`src/rtl/spi_peak_tx.sv`:
```
// spi_peak_tx: finds the largest positive-half FFT bin per frame and serves it as a 32-bit SPI mode-0 word.
// Build option: define PEAK_THRESH_EN to report bin 0 whenever the frame peak is below THRESH.
module spi_peak_tx #(
  parameter int          BIT_WIDTH = 16,
  parameter int          N         = 9,
  parameter int          FFT_SIZE  = 512,
  parameter logic [16:0] THRESH    = 17'd64
) (
  input  logic                 clk,
  input  logic                 reset,
  input  logic                 sclk,
  input  logic                 cs,
  input  logic                 fft_valid,
  input  logic [N-1:0]         fft_idx,
  input  logic [BIT_WIDTH-1:0] fft_re,
  input  logic [BIT_WIDTH-1:0] fft_im,
  output logic                 miso,
  output logic                 result_new,
  output logic [N-2:0]         peak_bin,
  output logic [16:0]          peak_mag
);

  // IDLE: cs high, miso low | SHIFT: bit 31 on miso, shift on sclk falls | DRAIN: word sent, miso low
  typedef enum logic [1:0] {IDLE, SHIFT, DRAIN} state_t;

  localparam logic [N-1:0] LAST_IDX = N'(FFT_SIZE - 1);
  localparam logic [N-1:0] HALF_IDX = N'(FFT_SIZE / 2);

  logic [BIT_WIDTH-1:0] abs_re, abs_im;
  logic [16:0]          mag;
  logic                 in_half, frame_end;

  logic [16:0]  run_max_q, run_max_d;
  logic [N-2:0] run_bin_q, run_bin_d;
  logic [16:0]  hold_mag_q, hold_mag_d;
  logic [N-2:0] hold_bin_q, hold_bin_d;
  logic         new_q, new_d;
  logic         ovr_q, ovr_d;

  logic [2:0] cs_sync_q, sclk_sync_q;
  logic       cs_fall, cs_rise, sclk_fall;

  state_t      state_q, state_d;
  logic [5:0]  cnt_q, cnt_d;
  logic [31:0] sr_q, sr_d;
  logic [7:0]  bin_ext;
  logic [31:0] result_word;
  logic        read_done;

  // Two's-complement negate of the most negative value yields 2^(BIT_WIDTH-1) read as unsigned.
  assign abs_re = fft_re[BIT_WIDTH-1] ? (~fft_re + BIT_WIDTH'(1)) : fft_re;
  assign abs_im = fft_im[BIT_WIDTH-1] ? (~fft_im + BIT_WIDTH'(1)) : fft_im;
  assign mag    = 17'(abs_re) + 17'(abs_im);

  assign in_half   = (fft_idx != '0) && (fft_idx < HALF_IDX);
  assign frame_end = fft_valid && (fft_idx == LAST_IDX);

  always_comb begin
    run_max_d  = run_max_q;
    run_bin_d  = run_bin_q;
    hold_mag_d = hold_mag_q;
    hold_bin_d = hold_bin_q;
    new_d      = new_q;
    ovr_d      = ovr_q;

    if (fft_valid) begin
      if (fft_idx == '0) begin
        run_max_d = '0;
        run_bin_d = '0;
      end else if (in_half && (mag > run_max_q)) begin
        run_max_d = mag;
        run_bin_d = fft_idx[N-2:0];
      end
    end

    if (read_done) begin
      new_d = 1'b0;
      ovr_d = 1'b0;
    end

    // Frame end overrides a same-cycle read completion.
    if (frame_end) begin
      hold_mag_d = run_max_q;
      hold_bin_d = run_bin_q;
`ifdef PEAK_THRESH_EN
      if (run_max_q < THRESH) hold_bin_d = '0;
`endif
      if (new_q) ovr_d = 1'b1;
      new_d = 1'b1;
    end
  end

`ifndef PEAK_THRESH_EN
  logic unused_thresh;
  assign unused_thresh = ^THRESH;
`endif

  always_ff @(posedge clk) begin
    if (!reset) begin
      run_max_q  <= '0;
      run_bin_q  <= '0;
      hold_mag_q <= '0;
      hold_bin_q <= '0;
      new_q      <= 1'b0;
      ovr_q      <= 1'b0;
    end else begin
      run_max_q  <= run_max_d;
      run_bin_q  <= run_bin_d;
      hold_mag_q <= hold_mag_d;
      hold_bin_q <= hold_bin_d;
      new_q      <= new_d;
      ovr_q      <= ovr_d;
    end
  end

  // Stage [0],[1] synchronise; stage [2] is the edge-detect history.
  always_ff @(posedge clk) begin
    if (!reset) begin
      cs_sync_q   <= 3'b111;
      sclk_sync_q <= 3'b000;
    end else begin
      cs_sync_q   <= {cs_sync_q[1:0], cs};
      sclk_sync_q <= {sclk_sync_q[1:0], sclk};
    end
  end

  assign cs_fall   =  cs_sync_q[2]   & ~cs_sync_q[1];
  assign cs_rise   = ~cs_sync_q[2]   &  cs_sync_q[1];
  assign sclk_fall =  sclk_sync_q[2] & ~sclk_sync_q[1];

  always_comb begin
    bin_ext          = '0;
    bin_ext[N-2:0]   = hold_bin_q;
    result_word      = {new_q, ovr_q, bin_ext, 5'b0, hold_mag_q};
  end

  assign read_done = cs_rise && (state_q == DRAIN);

  always_comb begin
    state_d = state_q;
    cnt_d   = cnt_q;
    sr_d    = sr_q;

    if (cs_rise) begin
      state_d = IDLE;
      cnt_d   = '0;
    end else begin
      unique case (state_q)
        IDLE: begin
          cnt_d = '0;
          if (cs_fall) begin
            sr_d    = result_word;
            state_d = SHIFT;
          end
        end
        SHIFT: begin
          if (sclk_fall) begin
            sr_d  = {sr_q[30:0], 1'b0};
            cnt_d = cnt_q + 6'd1;
            if (cnt_q == 6'd31) state_d = DRAIN;
          end
        end
        DRAIN: begin
          state_d = DRAIN;
        end
        default: begin
          state_d = IDLE;
          cnt_d   = '0;
        end
      endcase
    end
  end

  always_ff @(posedge clk) begin
    if (!reset) begin
      state_q <= IDLE;
      cnt_q   <= '0;
      sr_q    <= '0;
    end else begin
      state_q <= state_d;
      cnt_q   <= cnt_d;
      sr_q    <= sr_d;
    end
  end

  assign miso       = (state_q == SHIFT) && sr_q[31];
  assign result_new = new_q;
  assign peak_bin   = hold_bin_q;
  assign peak_mag   = hold_mag_q;

endmodule

```
`config.mk`:
```
export PLATFORM = sky130hd
export DESIGN_NAME = spi_peak_tx
export DESIGN_NICKNAME = d
export VERILOG_FILES = /design/src/rtl/spi_peak_tx.sv
export SDC_FILE = /design/constraint.sdc
export NUM_CORES = 1
export LEC_CHECK = 0
export CORE_ASPECT_RATIO = 1.1
export CORE_UTILIZATION = 40
export CTS_BUF_LIST = sky130_fd_sc_hd__clkbuf_4 sky130_fd_sc_hd__clkbuf_8
export DETAILED_ROUTE_END_ITERATION = 16
export GPL_ROUTABILITY_DRIVEN = 0
export PLACE_DENSITY_LB_ADDON = 0.1
export SYNTH_ARGS = -nofsm -noshare
export SYNTH_HDL_FRONTEND = slang
export SYNTH_SLANG_ARGS = --single-unit
```
`constraint.sdc`:
```
create_clock -name clk -period 4.5 [get_ports clk]
set_clock_uncertainty 0.1 [all_clocks]
set_input_delay 0.45 -clock clk [delete_from_list [all_inputs] [get_ports clk]]
set_output_delay 0.45 -clock clk [all_outputs]
set_load 0.005 [all_outputs]
```
==> results of run 1 <==
## state kept, by name (all words and copies together) (netlist names)
register,count
cnt_q,6
cs_sync_q,3
ovr_q,1
peak_bin,8
peak_mag,17
result_new,1
run_bin_q,8
run_max_q,17
sclk_sync_q,3
sr_q,32
state_q,2
## metal layers
metal / vias to the layer above / global-route usage (%)
li1: 2730 / -
met1: 2542 / 22.8
met2: 89 / 39.3
met3: 21 / 2.74
met4: 0 / 10.1
met5: - / 0
## final timing paths
check / start / endpoint / slack (ns) / depth (start not counted)
hold reg to reg: cs_sync_q[0] / cs_sync_q[1] / 0.33 / 1
hold / removal: cs_sync_q[0] / cs_sync_q[1] / 0.33 / 1
setup reg to reg: state_q[1] / sr_q[5] / 1.52 / 8
setup / recovery: fft_re[9] / run_max_q[4] / -0.05 / 19
## repair_timing
item | CTS | global route
buffers inserted | 23 | 4
gates cloned | 2 | 0
hold buffers | 0 | 0
pin swaps | 42 | 33
resized for setup | 76 | 56
endpoints found under the setup margin | 25 | 25
## worst max-delay path, stage by stage
cell and delay [ns]:
clkdlybuf4s50_1 0.43, or4_4 0.58, or4_4 0.46, nand2_4 0.10
xnor2_4 0.12, ha_4 0.23, a21o_1 0.19, a21oi_2 0.16
o21ai_2 0.08, xor2_1 0.18, ha_1 0.37, a21oi_1 0.15
nand2_1 0.11, a221oi_4 0.29, a31oi_2 0.13, buf_4 0.16
buf_6 0.12, and2_4 0.18, a32o_1 0.21
## layout make-up
cell class                 count  area, sq um  area share (%)
sequential                    98         1960            24.0
multi-input combinational    507         3970            48.5
clock buffer                  11          145            1.77
tap                          188          235            2.87
timing repair buffer         190         1670            20.4
inverter                      33          124            1.51
clock inverter                 5         77.6           0.948
## cells in the mapped netlist (2+ instances only)
master,n
buf_1,4
clkbuf_1,24
nand3_1,15
a21o_1,5
a21oi_1,25
nor2b_1,2
o21ai_0,33
or4_1,3
nand3b_1,2
nor4_2,2
nor3_1,5
and2_1,6
o31ai_1,9
a31o_2,2
nor2_1,17
buf_2,7
nand4_1,5
mux2i_1,28
a21boi_0,34
nor4_1,3
and3_1,3
o211ai_1,10
a32o_1,14
nand2b_1,8
xor2_1,9
o41ai_1,4
o21bai_1,3
inv_1,33
xnor2_1,32
nand2_1,128
o211a_1,26
ha_1,39
dfxtp_1,98
o21a_1,4
## metrics by stage
step / hold slack [ns] / cells
floorplan: 0.286 / 673
global placement: 0.310 / 988
detailed placement: 0.316 / 988
CTS: 0.342 / 1028
global route: 0.376 / 1032
finish: 0.335 / 1032
## kinds of logic after synthesis
group / Yosys count / share of synthesized area (%)
buf+inv: 69 / 4.77
xor+xnor: 41 / 6.22
fa+ha+maj: 40 / 8.80
flops: 98 / 34.0
simple gates: 214 / 17.7
mux: 29 / 5.05
compound gates: 182 / 23.5
## power groups by stage
stage | combinational, mW | sequential (mW) | clock, mW
2_1_floorplan | 0.702 | 0.996 | 0
3_3_place_gp | 1.09 | 1.01 | 0
3_5_place_dp | 1.12 | 1.01 | 0
4_1_cts | 1.29 | 0.991 | 0.649
5_1_grt | 1.53 | 1.00 | 0.682
6_report | 1.39 | 0.993 | 0.632
==> impl_metrics.csv, run 1 <==
group,metric,value,unit
final_layout,fin_util,58.6,%
yosys,synth-edff-count,0,
power_and_ir_drop,power_density,368,mW/mm^2
detailed_routing,ant_nets,0,
die,chipHeight,128,um
hold_path,hp-class,"flip-flop to flip-flop",
setup_path,endpoint_kind,"flip-flop",
grt,grt.total_usage,20.9,%
timing,rsz0062_at_grt,"yes",
final_layout,nets,925,
die,die_w,117,um
timing,fin_crit_sh,101,%
yosys,ys_ff_latch,98,
grt,grt_max_degree,54,
detailed_routing,dr_total_vias,5382,
detailed_routing,initialDrtViolationCount,257,
yosys,syn_avg_cell_area,8.58,sq um
power_and_ir_drop,ir_worst_vdd,0.188,mV
power_and_ir_drop,p_comb_share,46.1,%
cts,clock_path_buffers,2,
grt,antenna_found_initial,0,
die,floorplan.initialDensity,41.3,%
yosys,synthArstFlopShare,0,%
setup_path,cp_data_required_time,4.65,ns
detailed_routing,wl_met2,8.08,mm
final_layout,mostFrequentLayoutCell,"nand2_1",
setup_path,crit_fanout,7,
cts,cts_buffers,9,
final_layout,fillers,1285,
timing,finalHoldViolations,0,
yosys,yosysSeqAreaShare,34.0,%
timing,timing.final.crit_period,4.55,ns
timing,relSlewSlack,27.8,%
status,violations,"setup timing",
cts,clkSlewWorstSetupHoldPaths,0.09,ns
timing,timing.final.ws_setup,-0.0455,ns
timing,fin_setup_tns,-0.517,ns
job,max_cap_viol_count,0,
timing,setup_viol,22,
final_layout,final_cell_mix,"121 x nand2_1, 111 x buf_4, 98 x dfxtp_1",
setup_path,arrival,4.69,ns
cts,cts_tree,"built",
place,pre_cts_ws,-0.886,ns
cts,cts_root_buf,"clkbuf_8",
timing,fmax,0.220,GHz
setup_path,crit_type,"primary input to flip-flop",
yosys,synth_top_cell_by_area,"dfxtp_1",
cts,cts.sinks,98,
power_and_ir_drop,intPower,1.99,mW
timing,tightest_slew,1.08,ns
grt,grt-ovfl-total,0,
detailed_routing,drc,0,
setup_path,cp-start-kind,"primary input",
detailed_routing,met3_length,404,um
yosys,ys_types,65,
final_layout,areaGrowthSynthToFinish,41.8,%
grt,grt_pass1_wl,24.7,mm
final_layout,antenna-diode-count,0,
final_layout,layout-drive-gt1-share,26.5,%
status,outcome,"finished, violations left",
final_layout,stdcell_area,0.00818,sq mm
power_and_ir_drop,finalPower,3.01,mW
detailed_routing,vias_per_cell,5.22,
detailed_routing,drt_first_pass_iters,5,
place,port-buffer-count,72,
power_and_ir_drop,power.leakage,3.45,nW
yosys,syn_inst,673,
die,core_area,0.0140,sq mm
yosys,synth_area,0.00577,sq mm
cts,insertion_delay,0.36,ns
die,num_rows,45,
die,ioPinCount,73,
cts,cts_max_level,3,
place,placed_area,0.00731,sq mm
yosys,synth_top_area_share,34.0,%
power_and_ir_drop,power.switching,1.03,mW
die,floorplan.die_area,0.0149,sq mm
yosys,synth_ff_type,"dfxtp_1",
detailed_routing,wl_per_cell,14.8,um
detailed_routing,wl_met1,6.30,mm
yosys,yosys-top-cells-area,"dfxtp_1 34%, ha_1 8.5%, nand2_1 8.3%, mux2i_1 4.9%, xnor2_1 4.9%",
power_and_ir_drop,seq_power_share,32.9,%
power_and_ir_drop,netSwitchingFraction,34.1,%
place,hpwl,11.0,mm
detailed_routing,routed.top_layer,"met4",
power_and_ir_drop,power_frac_clock,21.0,%
grt,grt_pass1_vias,5404,
timing,maxSlewViolCount,0,
yosys,syn_nets,759,
detailed_routing,totalWireLength,15.2,mm
yosys,synth_warnings,0,
No activity file was read; power rests on OpenSTA's default activity.
==> inputs of run 2 (changes only) <==
Settings changed: CORE_ASPECT_RATIO 1.1 to 1.75.
==> run 2 against run 1 <==
Compared with the run above:
- the flow still finishes with violations (setup timing)
- setup slack better by 0.016 ns
- first-iteration DRC count is 26% lower
- die area up 0.13%
- routed wire length increased by 7.4%
- global-route usage grew 0.87 points
- via count increased by 2.0%
- critical endpoint is now run_max_q[14]
==> impl_metrics.csv, run 2 (synthesis results as in run 1) <==
group,metric,value,unit
grt,antenna_found_initial,0,
cts,cts_tree,"built",
final_layout,fillers,1252,
final_layout,mostFrequentLayoutCell,"nand2_1",
setup_path,crit_fanout,7,
job,max_cap_viol_count,0,
hold_path,hp-start,"cs_sync_q[0]",
power_and_ir_drop,power.leakage,3.54,nW
detailed_routing,ant_nets,0,
power_and_ir_drop,power_density,364,mW/mm^2
timing,fmax,0.221,GHz
setup_path,crit_type,"primary input to flip-flop",
setup_path,timing.rr.end,"sr_q[2]",
setup_path,endpoint_kind,"flip-flop",
detailed_routing,initialDrtViolationCount,190,
die,chipHeight,161,um
timing,finalHoldViolations,0,
cts,cts_buffers,9,
grt,grt_pass1_wl,25.6,mm
final_layout,areaGrowthSynthToFinish,46.4,%
die,floorplan.initialDensity,41.3,%
setup_path,reg2reg_slack,1.70,ns
status,outcome,"finished, violations left",
power_and_ir_drop,finalPower,3.08,mW
cts,cts.sinks,98,
detailed_routing,wl_per_cell,16.0,um
cts,clkSlewWorstSetupHoldPaths,0.09,ns
die,num_rows,57,
setup_path,r2r_start,"state_q[1]",
detailed_routing,vias_per_cell,5.36,
detailed_routing,drt_first_pass_iters,4,
timing,timing.final.ws_setup,-0.0295,ns
die,die_w,92.8,um
timing,tightest_slew,0.877,ns
cts,ctsHoldBuffers,0,
grt,grt-ovfl-total,0,
detailed_routing,dr_total_vias,5492,
detailed_routing,totalWireLength,16.4,mm
die,core_area,0.0140,sq mm
timing,fin_crit_sh,101,%
cts,insertion_delay,0.37,ns
grt,grt.total_usage,21.8,%
detailed_routing,drc,0,
timing,setup_viol,9,
final_layout,final_cell_mix,"119 x nand2_1, 107 x buf_4, 98 x dfxtp_1",
timing,timing.final.crit_period,4.53,ns
hold_path,hp-class,"flip-flop to flip-flop",
final_layout,largest_register_ffs,32,
hold_path,holdPathStages,1,
setup_path,slowest_stage,"o41ai_4",
final_layout,layout-drive-gt1-share,29.0,%
status,violations,"setup timing",
timing,relSlewSlack,41.5,%
setup_path,arrival,4.70,ns
cts,cts_root_buf,"clkbuf_8",
timing,maxSlewViolCount,0,
timing,fin_setup_tns,-0.202,ns
setup_path,cp_data_required_time,4.67,ns
hold_path,min_to,"cs_sync_q[1]",
final_layout,largest_register,"sr_q",
place,pre_cts_ws,-0.987,ns
place,port-buffer-count,72,
cts,cts_max_level,3,
grt,grt_pass1_vias,5542,
die,floorplan.die_area,0.0149,sq mm
final_layout,nets,928,
final_layout,antenna-diode-count,0,
die,ioPinCount,73,
setup_path,rr_worst_depth,9,
power_and_ir_drop,ir_worst_vdd,0.150,mV
timing,rsz0062_at_grt,"yes",
setup_path,path_cells,"clkdlybuf4s15_1, or3_4, nor3_4, nand2_2, o41ai_4, xnor2_1, ha_2, a21oi_4, nand2_2, a21oi_4, o21ai_2, xor2_2, ha_4, nand4_4, nor4_2, buf_4, o31ai_4, a31oi_4, nor2_4, buf_12, a32o_1",
cts,clock_path_buffers,2,
grt,grt_max_degree,54,
place,hpwl,11.9,mm
setup_path,cp-start-kind,"primary input",
setup_path,critPathMaxStageDelay,0.38,ns
==> run 2: cell types whose count changed in the layout (fill, tap and decap cells not counted), moves of 3 or more <==
cell,change
o21ai_1,+3
ha_1,-6
buf_6,+8
a21oi_1,-3
ha_4,+5
buf_4,-4
a21oi_4,+3
xnor2_2,+4
xnor2_1,-4
o21ai_2,-4
==> run 2: cell type report <==
type | count | area, sq um | share of cell area [%]
multi-input combinational | 508 | 4220 | 50.0
sequential | 98 | 1960 | 23.2
clock buffer | 11 | 145 | 1.72
clock inverter | 5 | 77.6 | 0.918
tap | 177 | 221 | 2.62
inverter | 33 | 126 | 1.50
timing repair buffer | 192 | 1700 | 20.1
==> run 2: repair_timing <==
item | 4_1_cts | 5_1_grt
setup buffers | 16 | 9
endpoints found under the setup margin | 25 | 25
resized for setup | 99 | 87
pin swaps | 61 | 63
cloned | 3 | 0
==> run 2: stage by stage <==
| step | utilization [%] | cells | area, sq um | hold slack, ns |
|---|---|---|---|---|
| final | 60.5 | 1024 | 8450 | 0.321 |
| after global routing | 60.5 | 1024 | 8450 | 0.343 |
| after CTS | 56.9 | 1015 | 7960 | 0.329 |
| after detailed placement | 52.3 | 980 | 7300 | 0.305 |
| after global placement | 52.3 | 980 | 7300 | 0.304 |
| after floorplan | - | 673 | 5780 | 0.286 |
==> run 2: per-layer routing <==
layer / part of all wire (%) / global-route usage (%)
met3: 2.7 / 2.75
met5: 0 / 0
met2: 57 / 43.1
met1: 34 / 20.0
met4: 6.0 / 14.0
==> run 2: worst max path at each step <==
stage                    from       endpoint  slack (ns)  cells after the start
floorplan           fft_re[3]  run_max_q[14]        0.04                     21
global placement    fft_re[3]   run_max_q[5]       -0.87                     21
detailed placement  fft_re[3]   run_max_q[5]       -0.99                     21
CTS                 fft_re[0]  run_max_q[14]       0.006                     21
global route        fft_re[2]   run_max_q[3]       -0.12                     21
finish              fft_im[2]  run_max_q[14]       -0.03                     21
==> run 2: power by group <==
group	internal, mW	switching [mW]
combinational	0.730	0.726
sequential	0.942	0.0522
clock	0.333	0.298
total	2.00	1.08
==> run 2: critical path: cells and delay by family <==
family,cells,cell delay [ns]
xor gates and xnor gates,2,0.37
adders and majority gates,2,0.67
AOI/OAI and AO/OA,7,1.46
buffers and inverters,3,0.53
and+or+nand+nor,7,1.22
==> inputs of run 3 (changes only) <==
Settings changed: HOLD_SLACK_MARGIN from default to 0.12, MAX_ROUTING_LAYER from default to met4.
==> run 3 against run 2 <==
Compared with the run above:
- the run now ends clean
- first-iteration DRC count increased by 25%
- highest routed layer unchanged
- flip-flop and latch count unchanged
- count of clock-buffer cells in the layout unchanged
- sequential power about the same
==> impl_metrics.csv, run 3 (synthesis results as in run 1) <==
group,metric,value,unit
place,hpwl,11.9,mm
timing,tightest_slew,0.875,ns
setup_path,endpoint_kind,"flip-flop",
die,floorplan.initialDensity,41.3,%
power_and_ir_drop,power_density,364,mW/mm^2
detailed_routing,vias_per_cell,5.41,
setup_path,rr_worst_depth,9,
hold_path,holdPathStages,1,
detailed_routing,drc,0,
timing,timing.final.ws_setup,0.0335,ns
cts,cts_max_level,3,
grt,antenna_found_initial,0,
final_layout,layout-drive-gt1-share,29.0,%
cts,cts_tree,"built",
detailed_routing,wl_per_cell,16.0,um
place,port-buffer-count,72,
final_layout,areaGrowthSynthToFinish,46.1,%
timing,fmax,0.224,GHz
place,placed_area,0.00730,sq mm
cts,cts.sinks,98,
timing,timing.final.crit_period,4.47,ns
cts,cts_root_buf,"clkbuf_8",
setup_path,timing.rr.end,"sr_q[3]",
timing,maxSlewViolCount,0,
setup_path,cp_data_required_time,4.67,ns
setup_path,reg2reg_slack,1.68,ns
final_layout,nets,928,
timing,relSlewSlack,41.7,%
grt,grt_max_degree,54,
final_layout,stdcell_count,1024,
timing,finalHoldViolations,0,
hold_path,hp-class,"flip-flop to flip-flop",
cts,insertion_delay,0.37,ns
die,ioPinCount,73,
final_layout,mostFrequentLayoutCell,"nand2_1",
die,die_w,92.8,um
cts,ctsHoldBuffers,0,
hold_path,hp-start,"cs_sync_q[0]",
timing,fin_crit_sh,99.3,%
setup_path,crit_fanout,5,
die,num_rows,57,
detailed_routing,drt_first_pass_iters,4,
cts,clock_path_buffers,2,
grt,grt.total_usage,22.4,%
setup_path,r2r_start,"state_q[1]",
timing,rsz0062_at_grt,"yes",
cts,clkSlewWorstSetupHoldPaths,0.09,ns
detailed_routing,dr_total_vias,5542,
final_layout,final_cell_mix,"119 x nand2_1, 107 x buf_4, 98 x dfxtp_1",
place,dp.cells,980,
final_layout,antenna-diode-count,0,
final_layout,fin_util,60.3,%
final_layout,stdcell_area,0.00843,sq mm
setup_path,crit_type,"primary input to flip-flop",
grt,grt_pass1_vias,5546,
setup_path,cp-start-kind,"primary input",
final_layout,largest_register,"sr_q",
die,floorplan.die_area,0.0149,sq mm
status,outcome,"finished clean",
setup_path,crit_start,"fft_re[3]",
grt,grt-ovfl-total,0,
power_and_ir_drop,finalPower,3.07,mW
cts,cts_buffers,9,
hold_path,min_to,"cs_sync_q[1]",
power_and_ir_drop,ir_worst_vdd,0.153,mV
die,chipHeight,161,um
job,max_cap_viol_count,0,
timing,setup_viol,0,
power_and_ir_drop,power.leakage,3.56,nW
place,pre_cts_ws,-0.987,ns
detailed_routing,totalWireLength,16.4,mm
setup_path,arrival,4.64,ns
final_layout,largest_register_ffs,32,
detailed_routing,initialDrtViolationCount,238,
detailed_routing,ant_nets,0,
die,core_area,0.0140,sq mm
grt,grt_pass1_wl,25.6,mm
-- run 3: cell types whose count changed in the layout (fill, tap and decap cells not counted), sizes merged --
cell           change
clkdlybuf4s15      -1
buf                -1
dlymetal6s2s       +2
clkbuf             +2
clkdlybuf4s50      -2
-- run 3: metrics by stage --
stage	TNS, ns	hold WS (ns)
2_1_floorplan	0	0.286
3_3_place_gp	-20.01	0.304
3_5_place_dp	-22.26	0.305
4_1_cts	0	0.329
5_1_grt	-1.69	0.343
6_report	0	0.321
-- run 3: critical path: stages --
cell and delay (ns):
buf_6 0.09, or3_4 0.39, nor3_4 0.19, nand3_2 0.17, or4_4 0.53, nand2_4 0.12
xnor2_4 0.13, ha_4 0.25, a21o_1 0.19, a21oi_2 0.15, o21ai_2 0.09, xor2_2 0.17
ha_4 0.31, nand4_4 0.11, nor4_2 0.27, buf_4 0.18, o31ai_4 0.08, a31oi_4 0.25
buf_6 0.16, buf_6 0.10, nor3_2 0.04, a31o_2 0.20
-- run 3: how the worst max path moves through the flow --
stage | to | slack [ns] | depth (start not counted)
after floorplan | run_max_q[14] | 0.04 | 21
after global placement | run_max_q[5] | -0.87 | 21
after detailed placement | run_max_q[5] | -0.99 | 21
after CTS | run_max_q[14] | 0.006 | 21
after global routing | run_bin_q[0] | -0.10 | 22
final | run_max_q[12] | 0.03 | 22
-- run 3: what timing repair did --
item                                    CTS  global route
setup buffers                            16             9
pin swaps                                61            74
gates resized for setup                  99            88
gates cloned                              3             0
endpoints found under the setup margin   25            25
-- run 3: power breakdown --
part	switching [mW]	total, mW	leakage [nW]	internal (mW)
logic	0.726	1.45	2.65	0.723
registers	0.0522	0.994	0.795	0.942
clock network	0.298	0.630	0.113	0.333
total	1.08	3.07	3.56	2.00
-- run 3: area by class of cell --
| cell class | instances | area, sq um |
|---|---|---|
| clock buffer | 11 | 145 |
| clock inverter | 5 | 77.6 |
| fill | 1254 | 5550 |
| inverter | 33 | 126 |
| multi-input combinational | 508 | 4210 |
| sequential | 98 | 1960 |
| tap | 177 | 221 |
| timing repair buffer | 192 | 1690 |
-- run 3: routing by layer --
metal / vias to the layer above / share of wire, % / track usage, %
li1: 2746 / - / -
met1: 2632 / 35 / 20.0
met2: 114 / 57 / 43.1
met3: 50 / 2.3 / 2.46
met4: 0 / 6.0 / 14.4
met5: - / 0 / -
